$ cat config.mk
export PLATFORM = sky130hd
export DESIGN_NAME = gshare_bht
export DESIGN_NICKNAME = d
export VERILOG_FILES = /design/src/rtl/gshare_bht.sv
export SDC_FILE = /design/constraint.sdc
export NUM_CORES = 2
export LEC_CHECK = 0
export ABC_AREA = 1
export ABC_CLOCK_PERIOD_IN_PS = 58000
export CAP_MARGIN = 20
export CELL_PAD_IN_SITES_DETAIL_PLACEMENT = 0
export CELL_PAD_IN_SITES_GLOBAL_PLACEMENT = 1
export CORE_ASPECT_RATIO = 2
export CORE_UTILIZATION = 52
export CTS_BUF_LIST = sky130_fd_sc_hd__clkbuf_8
export CTS_CLUSTER_DIAMETER = 50
export CTS_CLUSTER_SIZE = 25
export DETAILED_ROUTE_END_ITERATION = 8
export PLACE_DENSITY = 0.8
export SETUP_SLACK_MARGIN = 0.02
export SLEW_MARGIN = 40
export SYNTH_ARGS = -nofsm -noshare
export SYNTH_HDL_FRONTEND = slang
export SYNTH_SLANG_ARGS = --single-unit
$ cat constraint.sdc
create_clock -name clk_i -period 58 [get_ports clk_i]
set_clock_uncertainty 0.05 [all_clocks]
set_input_delay 8.7 -clock clk_i [delete_from_list [all_inputs] [get_ports clk_i]]
set_output_delay 8.7 -clock clk_i [all_outputs]
set_load 0.02 [all_outputs]
$ cat src/rtl/gshare_bht.sv
// gshare_bht: gshare branch history table for the fetch frontend.
//
// The table holds INSTR_PER_FETCH columns of CTR_BITS-wide saturating counters.
// Each counter has a valid bit. The row is the fetch PC hashed (XOR) with a
// global history register. After reset or flush, the table is rewritten one
// row per cycle. During that time busy_o is high and every prediction is
// suppressed.
//
// Ports:
//   clk_i, rst_ni         clock (rising edge), synchronous active-low reset
//   flush_bp_i            restart table initialisation from row 0, clear GHR
//   debug_mode_i          drop updates while in debug mode
//   vpc_i                 fetch PC; prediction appears one cycle later
//   pred_valid_o/taken_o  per-column prediction (registered)
//   pred_index_o          hashed row used for the prediction (update metadata)
//   busy_o                table initialisation in progress
//   upd_valid_i/pc_i/taken_i/index_i  resolved-branch update
module gshare_bht #(
  parameter int unsigned VLEN            = 64,
  parameter int unsigned INSTR_PER_FETCH = 2,
  parameter int unsigned NR_ENTRIES      = 1024,
  parameter int unsigned CTR_BITS        = 2,
  parameter int unsigned HIST_BITS       = 8,
  parameter int unsigned INSTR_ALIGN     = 1,
  localparam int unsigned NR_ROWS       = NR_ENTRIES / INSTR_PER_FETCH,
  localparam int unsigned ROW_BITS      = $clog2(NR_ROWS)
) (
  input  logic                       clk_i,
  input  logic                       rst_ni,
  input  logic                       flush_bp_i,
  input  logic                       debug_mode_i,
  input  logic [VLEN-1:0]            vpc_i,
  output logic [INSTR_PER_FETCH-1:0] pred_valid_o,
  output logic [INSTR_PER_FETCH-1:0] pred_taken_o,
  output logic [ROW_BITS-1:0]        pred_index_o,
  output logic                       busy_o,
  input  logic                       upd_valid_i,
  input  logic [VLEN-1:0]            upd_pc_i,
  input  logic                       upd_taken_i,
  input  logic [ROW_BITS-1:0]        upd_index_i
);

  localparam int unsigned COL_BITS = $clog2(INSTR_PER_FETCH);
  // Keeps the column slice legal when there is only one column.
  localparam int unsigned COL_W    = (COL_BITS == 0) ? 1 : COL_BITS;

  localparam logic [CTR_BITS-1:0] CTR_INIT = CTR_BITS'((1 << (CTR_BITS - 1)) - 1);
  localparam logic [CTR_BITS-1:0] CTR_MAX  = {CTR_BITS{1'b1}};
  localparam logic [ROW_BITS-1:0] ROW_LAST = ROW_BITS'(NR_ROWS - 1);

  typedef enum logic {StInit, StIdle} state_e;

  state_e                     r_state;
  logic [ROW_BITS-1:0]        r_init_row;
  logic [HIST_BITS-1:0]       r_ghr;
  logic [ROW_BITS-1:0]        r_pred_idx;
  logic [INSTR_PER_FETCH-1:0] r_pred_valid;
  logic [INSTR_PER_FETCH-1:0] r_pred_taken;

  // Table storage (no reset: contents are rebuilt by the init walk).
  logic [CTR_BITS-1:0] r_ctr [NR_ROWS][INSTR_PER_FETCH];
  logic                r_vld [NR_ROWS][INSTR_PER_FETCH];

  logic [ROW_BITS-1:0] w_pred_row;
  logic [COL_W-1:0]    w_upd_col;
  logic [CTR_BITS-1:0] w_upd_old;
  logic [CTR_BITS-1:0] w_upd_new;
  logic                w_upd_en;
  logic                w_init_wr;
  logic                w_unused;

  assign w_pred_row = vpc_i[INSTR_ALIGN+COL_BITS +: ROW_BITS] ^ ROW_BITS'(r_ghr);
  assign w_upd_col  = upd_pc_i[INSTR_ALIGN +: COL_W] & COL_W'(INSTR_PER_FETCH - 1);

  // Flush beats a same-cycle update; updates outside IDLE are dropped.
  assign w_upd_en  = rst_ni && (r_state == StIdle) && upd_valid_i && !debug_mode_i &&
                     !flush_bp_i;
  // A flush during INIT restarts the walk without writing the current row.
  assign w_init_wr = rst_ni && (r_state == StInit) && !flush_bp_i;

  assign w_upd_old = r_ctr[upd_index_i][w_upd_col];

  always_comb begin
    w_upd_new = w_upd_old;
    if (upd_taken_i) begin
      if (w_upd_old != CTR_MAX) w_upd_new = w_upd_old + CTR_BITS'(1);
    end else begin
      if (w_upd_old != '0) w_upd_new = w_upd_old - CTR_BITS'(1);
    end
  end

  // Control FSM, GHR and registered prediction outputs.
  always_ff @(posedge clk_i) begin
    if (!rst_ni) begin
      r_state      <= StInit;
      r_init_row   <= '0;
      r_ghr        <= '0;
      r_pred_idx   <= '0;
      r_pred_valid <= '0;
      r_pred_taken <= '0;
    end else begin
      // Read-first: a same-edge update is not visible in this prediction.
      r_pred_idx <= w_pred_row;
      for (int c = 0; c < INSTR_PER_FETCH; c++) begin
        r_pred_valid[c] <= (r_state == StIdle) && r_vld[w_pred_row][c];
        r_pred_taken[c] <= (r_state == StIdle) && r_ctr[w_pred_row][c][CTR_BITS-1];
      end

      unique case (r_state)
        StInit: begin
          if (flush_bp_i) begin
            r_init_row <= '0;
          end else if (r_init_row == ROW_LAST) begin
            r_init_row <= '0;
            r_state    <= StIdle;
          end else begin
            r_init_row <= r_init_row + ROW_BITS'(1);
          end
        end
        StIdle: begin
          if (flush_bp_i) begin
            r_state    <= StInit;
            r_init_row <= '0;
            r_ghr      <= '0;
          end else if (w_upd_en) begin
            r_ghr <= (r_ghr << 1) | HIST_BITS'(upd_taken_i);
          end
        end
        default: r_state <= StInit;
      endcase
    end
  end

  // Table write port: either a full init row or a single updated entry.
  always_ff @(posedge clk_i) begin
    if (w_init_wr) begin
      for (int c = 0; c < INSTR_PER_FETCH; c++) begin
        r_ctr[r_init_row][c] <= CTR_INIT;
        r_vld[r_init_row][c] <= 1'b0;
      end
    end else if (w_upd_en) begin
      r_ctr[upd_index_i][w_upd_col] <= w_upd_new;
      r_vld[upd_index_i][w_upd_col] <= 1'b1;
    end
  end

  assign pred_index_o = r_pred_idx;
  assign pred_valid_o = r_pred_valid;
  assign pred_taken_o = r_pred_taken;
  assign busy_o       = (r_state == StInit);

  // Only a slice of each PC feeds the table.
  assign w_unused = ^{vpc_i, upd_pc_i};

endmodule
After elaboration in Yosys (flattened, before gate mapping)
Memory sizes are Yosys's and may differ from the RTL's.
Cells that the tools add are included.
- bits in latches: 0
- register bits: 31
- word-level logic and storage cells: 70
- output and inout bits: 14
- RAM bits: 3072
- ROM bits: 0
- memories: 2
- memories (memory ; depth ; bits a word ; read ports ; clocked after memory_dff ; wr ports ; line ; text):
    r_ctr ; 512 ; 4 ; 2 ; 0 ; 1 ; 61 ; logic [CTR_BITS-1:0] r_ctr [NR_ROWS][INSTR_PER_FETCH];
    r_vld ; 512 ; 2 ; 1 ; 0 ; 1 ; 62 ; logic r_vld [NR_ROWS][INSTR_PER_FETCH];
- div/mod/pow operators: 0
- $lt $le $gt $ge: 2
- add/subtract/negate cells: 3
- multipliers: 0
- muxes and demuxes: 32
- reduce and logical (&&, ||, !) cells: 18
- shift operators: 0
- bitwise operators: 4
- equality and inequality tests: 3
- operator list (cell ; number):
    9-bit two-way mux ; 5
    2-bit two-way mux ; 10
    9-bit case mux with 2 select lines ; 1
    8-bit two-way mux ; 2
    4-bit two-way mux ; 3
    1-bit logical AND ; 11
    9-bit by 1-bit adder with 9-bit output, second input constant ; 1
    9-bit equality test, second input constant ; 1
    9-bit by 8-bit XOR with 9-bit output ; 1
    1-bit two-way mux ; 8
    8-bit by 1-bit bitwise OR with 8-bit output ; 1
    2-bit inequality test, second input constant ; 2
    2-bit nonzero test ; 2
    4-bit OR reduction ; 1
    2-bit by 1-bit adder with 2-bit output, second input constant ; 1
    2-bit demux with 1-bit select ; 1
    2-bit >= comparator, second input constant ; 1
    1-bit logical NOT ; 2
    2-bit by 1-bit less-than comparator with 1-bit output, second input constant ; 1
    1-bit inverter with 2-bit output ; 1
    1-bit case mux with 2 select lines ; 1
    2-bit AND reduction ; 1
    2-bit OR reduction ; 1
    2-bit by 1-bit subtractor with 2-bit output, second input constant ; 1
    2 further kinds ; 2

Logic depth before layout (Yosys ltp)
- depth in word-level cells: 9
- depth in mapped cells: 18

Worst setup path before layout
Ideal clock, no wire load.
- path kind: input port to flip-flop
- start: in rst_ni
- end: mem r_ctr[0][1] (netlist name), data pin
- path buffers: 0
- arrival time: 37765 ps
- cell stages on the path: 8
- required time: 52920 ps
- path slack: 15154 ps
- cell sequence: nand2_1 inv_2 nand2_1 nor2_2 inv_2 nor2_8 nand2_1 nor2_1
- word-level cells in the longest chain between the ends: 9
- RTL lines (what ; line ; text):
    start, declared ; 29 ; input logic rst_ni,
    1-bit logical AND (4 in a row) ; 76 ; assign w_upd_en = rst_ni && (r_state == StIdle) && upd_valid_i && !debug_mode_i &&
    1-bit two-way mux ; 141 ; end else if (w_upd_en) begin
    1-bit two-way mux * ; 136 ; if (w_init_wr) begin
    4-bit two-way mux (implied by the code) * ; 142 ; r_ctr[upd_index_i][w_upd_col] <= w_upd_new;
    4-bit OR reduction (no source line) * ; n/a ;
    4-bit two-way mux (no source line) * ; n/a ;
    end, declared ; 61 ;
Every way passes the cells marked *; elsewhere a longest branch is shown, timed or not.

Final worst setup path
- start: in upd_index_i[0]
- end: mem r_ctr[312][2] (netlist name), data pin
- word-level cells in the longest chain between the ends: 8
- RTL lines (what ; line ; text):
    start, declared ; 40 ; input logic [ROW_BITS-1:0] upd_index_i
    memory 512 x 4 bit * ; n/a ;
    2-bit two-way mux (implied by the code) * (3 in a row) ; 81 ; assign w_upd_old = r_ctr[upd_index_i][w_upd_col];
    2-bit by 1-bit subtractor with 2-bit output, or another cell as far along ; 88 ; if (w_upd_old != '0) w_upd_new = w_upd_old - CTR_BITS'(1);
    2-bit two-way mux, on equally long branches ; 88, 86 ;
    2-bit two-way mux * ; 85 ; if (upd_taken_i) begin
    4-bit two-way mux (no source line) * ; n/a ;
Every way passes the cells marked *; elsewhere a longest branch is shown, timed or not. The select of a mux whose other input is x is not followed.

==> impl_metrics.yaml <==
timing:
  period_needed_ps: 16030
  max_freq_ghz: 0.0624
  totalNegativeSetupSlack_ps: 0
  final_max_slew_viol_count: 0
  report.final.hold_viol_count: 0
  min_period_over_period: 0.276
  report.final.setup_viol: 0
  tightestPinTransition_ps: 979
  max-slew-margin-rel: 0.347
  unrepaired_setup_endpoints_after_global_routing: "no"
hold_path:
  worst_hold_path_type: "reg -> reg"
  timing.hold.worst_path_depth: 2
setup_path:
  crit_path_start_kind: "input pin"
  crit_path_max_fanout: 96
  signal_arrival_time_at_the_worst_endpoint_ps: 16750
  critical_path_class: "in -> reg"
  crit_path_cell_trace: "buf_8, buf_4, buf_4, buf_4, buf_4, nand2_1, nand3_1, nand3_1, nand3_1, nand3_1, nand3_1, nand3_1, nand3_1, nand3_1, nand3_1, nand3_1, nand3_4, buf_6, buf_4, buf_12, buf_6"
  crit_required_ps: 58720
  cp_slowest_stage_delay_ps: 790
  slowest_stage: "buf_4"
  critical_path.top_delay_family: "buffers and inverters"
  crit_path_depth: 21
  worst_setup_path_end_kind: "flip-flop"
  path_common_cell: "nand3_1"
  worstRegToRegCells: 13
  worst_path_bufs_invs: 9
routing:
  antenna_left: 0
  drt-pass1-iter-count: 9
  vias_per_cell: 6.33
  drt_drc_violations_left: 14
  wire_per_inst_microns: 27.9
  detailedRoute.firstIterationViolations: 15000
  drt-total-wl_microns: 477000
  via_count: 108000
logic_synthesis:
  count_of_mapped_cells_out_of_synthesis: 14200
  ys_types: 34
  postSynthAreaPerCell_sq_um: 9.91
  syn-num-nets: 14300
  synth.cell_area_sq_um: 140000
  synth_sequential_area_ratio: 0.662
  number_of_register_bits_inferred_by_synthesis: 3103
  yosys_warnings: 0
place:
  place_inst: 16800
  place.gp.congestion: 0.940
  numPortBuffers: 38
  hpwlAfterDp_microns: 273000
floorplanning:
  design.die.area_sq_um: 272000
  chipWidth_microns: 369
  rows: 269
  floorplan.initialDensity: 0.523
  top_level_i_o_count: 157
  dieHeight_microns: 737
  area_of_the_core_region_sq_um: 268000
cts:
  cts-root-to-sink-buffers: 4
  ctsHtreeMaxLevel: 4
  numCtsBuffers: 172
  post_cts_resized: 0
  tritoncts_clock_tree: "built"
  hold_buffers: 0
  post-cts-setup-buffers: 0
  worstSkewPairLatency_ps: 1070
  cts.root.buffer_cell: "clkbuf_8"
  clk_pin_slew_ps: 130
  cts_sinks: 3103
power:
  vdd_drop_max_v: 0.0000182
  pwr_density_cell_nw_per_um2: 26.1
  static-leakage-power_nw: 52.5
layout:
  mostFrequentLayoutCell: "nand2_1"
  most-common-layout-cells: "nand2_1 (4589), nand3_1 (3988), edfxtp_1 (3072)"
  drive_above_1_share: 0.0434
  final_cells: 17100
  layout-area-overhead-vs-synth_pct: 4.78
  nets: 13600
grt:
  grt_start_max_net_pins: 215
  global_route.usage.met2: 0.578
  grt_overflow: 0
  antenna_found_initial: 11
  grt_pass1_vias: 104000
  grt_first_pass_wirelength_microns: 684000
  grt.total_usage: 0.343
  grt_busiest_layer: "met2"
  groute.layer.met3.usage: 0.0508
  global_route.usage.met1: 0.397
status:
  failed_checks: "DRC"
  outcome: "finished with violations"
job:
  drv.max_cap_violation_count: 0
## cell usage after synthesis
| master | count | area [sq um] |
|---|---|---|
| buf_2 | 267 | 1340 |
| or2_2 | 1 | 6.26 |
| xnor2_2 | 1 | 16.3 |
| inv_1 | 67 | 251 |
| inv_4 | 1 | 6.26 |
| dfxtp_1 | 31 | 621 |
| a221oi_1 | 2 | 17.5 |
| inv_2 | 14 | 52.6 |
| o22ai_1 | 25 | 156 |
| o21ai_1 | 1 | 5.00 |
| nand4_1 | 1 | 6.26 |
| clkinv_1 | 3 | 11.3 |
| buf_6 | 3 | 33.8 |
| a21oi_1 | 35 | 175 |
| edfxtp_1 | 3072 | 92200 |
| nor2_8 | 1 | 20.0 |
| clkbuf_1 | 649 | 2440 |
| nor2_2 | 18 | 113 |
| o211ai_1 | 5 | 37.5 |
| xnor2_1 | 6 | 52.6 |
| o21ai_0 | 61 | 305 |
| nor2_1 | 1104 | 4140 |
| ha_1 | 2 | 25.0 |
| nor3_1 | 2 | 10.0 |
| and3_1 | 1 | 6.26 |
| a211oi_1 | 2 | 15.0 |
| nand2_2 | 9 | 56.3 |
| buf_4 | 2 | 15.0 |
| nand2_1 | 4590 | 17200 |
| nand2_4 | 2 | 22.5 |
| nand3_1 | 3989 | 20000 |
| buf_1 | 170 | 638 |
| nor2_4 | 18 | 203 |
| o21ai_2 | 9 | 78.8 |
## routing by layer
| metal | up-vias | part of all wire |
|---|---|---|
| met5 | - | 0.000052 |
| met4 | 4 | 0.083 |
| met3 | 1569 | 0.092 |
| met2 | 6886 | 0.49 |
| met1 | 52400 | 0.33 |
| li1 | 47600 | - |
## layout make-up
class | instances | area [sq um]
fill | 22900 | 121000
tap | 3523 | 4410
clock inverter | 88 | 992
multi-input combinational | 9885 | 42900
antenna | 8 | 20.0
clock buffer | 175 | 2410
timing repair buffer | 257 | 2980
inverter | 85 | 407
sequential | 3103 | 92900
## power breakdown
group	leakage, nW	switching (mW)	total, mW	internal (mW)
Clock	1.73	0.710	1.05	0.343
Sequential	26.6	0.000366	2.42	2.42
Combinational	24.1	0.275	0.359	0.0838
## tightest hold or removal path, stage by stage (launching register included)
cell and delay (ps):
dfxtp_1 330, nand2_1 60, a221oi_1 60
## sequential cells by signal (all words and copies together) (netlist names)
signal and count:
pred_index_o 9, pred_taken_o 2, pred_valid_o 2, r_ctr 2048, r_ghr 8, r_init_row 9, r_state 1, r_vld 1024
## cell families (layout without fill, tap and decap cells)
group / after synthesis / count (layout) / synth area share
other cells: 0 / 8 / 0
xor+xnor: 7 / 7 / 0.000490
fa+ha+maj: 2 / 2 / 0.000178
flops: 3103 / 3103 / 0.662
buf+inv: 1176 / 605 / 0.0341
compound gates: 140 / 140 / 0.00564
simple gates: 9736 / 9736 / 0.298
## stage by stage
stage | utilization | setup WS (ps) | cell area (sq um) | hold slack [ps] | power [mW]
detailed placement | 0.534 | 40870 | 143000 | 427 | 2.82
finish | 0.548 | 41970 | 147000 | 445 | 3.83
global route | 0.548 | 41720 | 147000 | 477 | 3.92
global placement | 0.532 | 40430 | 143000 | 422 | 2.82
CTS | 0.547 | 41980 | 147000 | 443 | 3.83
floorplan | - | 15150 | 140000 | 396 | 2.68
## path summary, 6_finish.rpt
check | start | to | slack, ps
max | upd_index_i[0] | r_ctr[312][2]$_DFFE_PP_ | 41970
min | r_init_row[3]$_SDFFE_PN0P_ | r_init_row[3]$_SDFFE_PN0P_ | 450
max reg2reg | r_state$_SDFF_PN0_ | r_vld[247][0]$_DFFE_PP_ | 51470
min reg2reg | r_init_row[3]$_SDFFE_PN0P_ | r_init_row[3]$_SDFFE_PN0P_ | 450
Note: power is estimated with default switching activity, not from simulation.
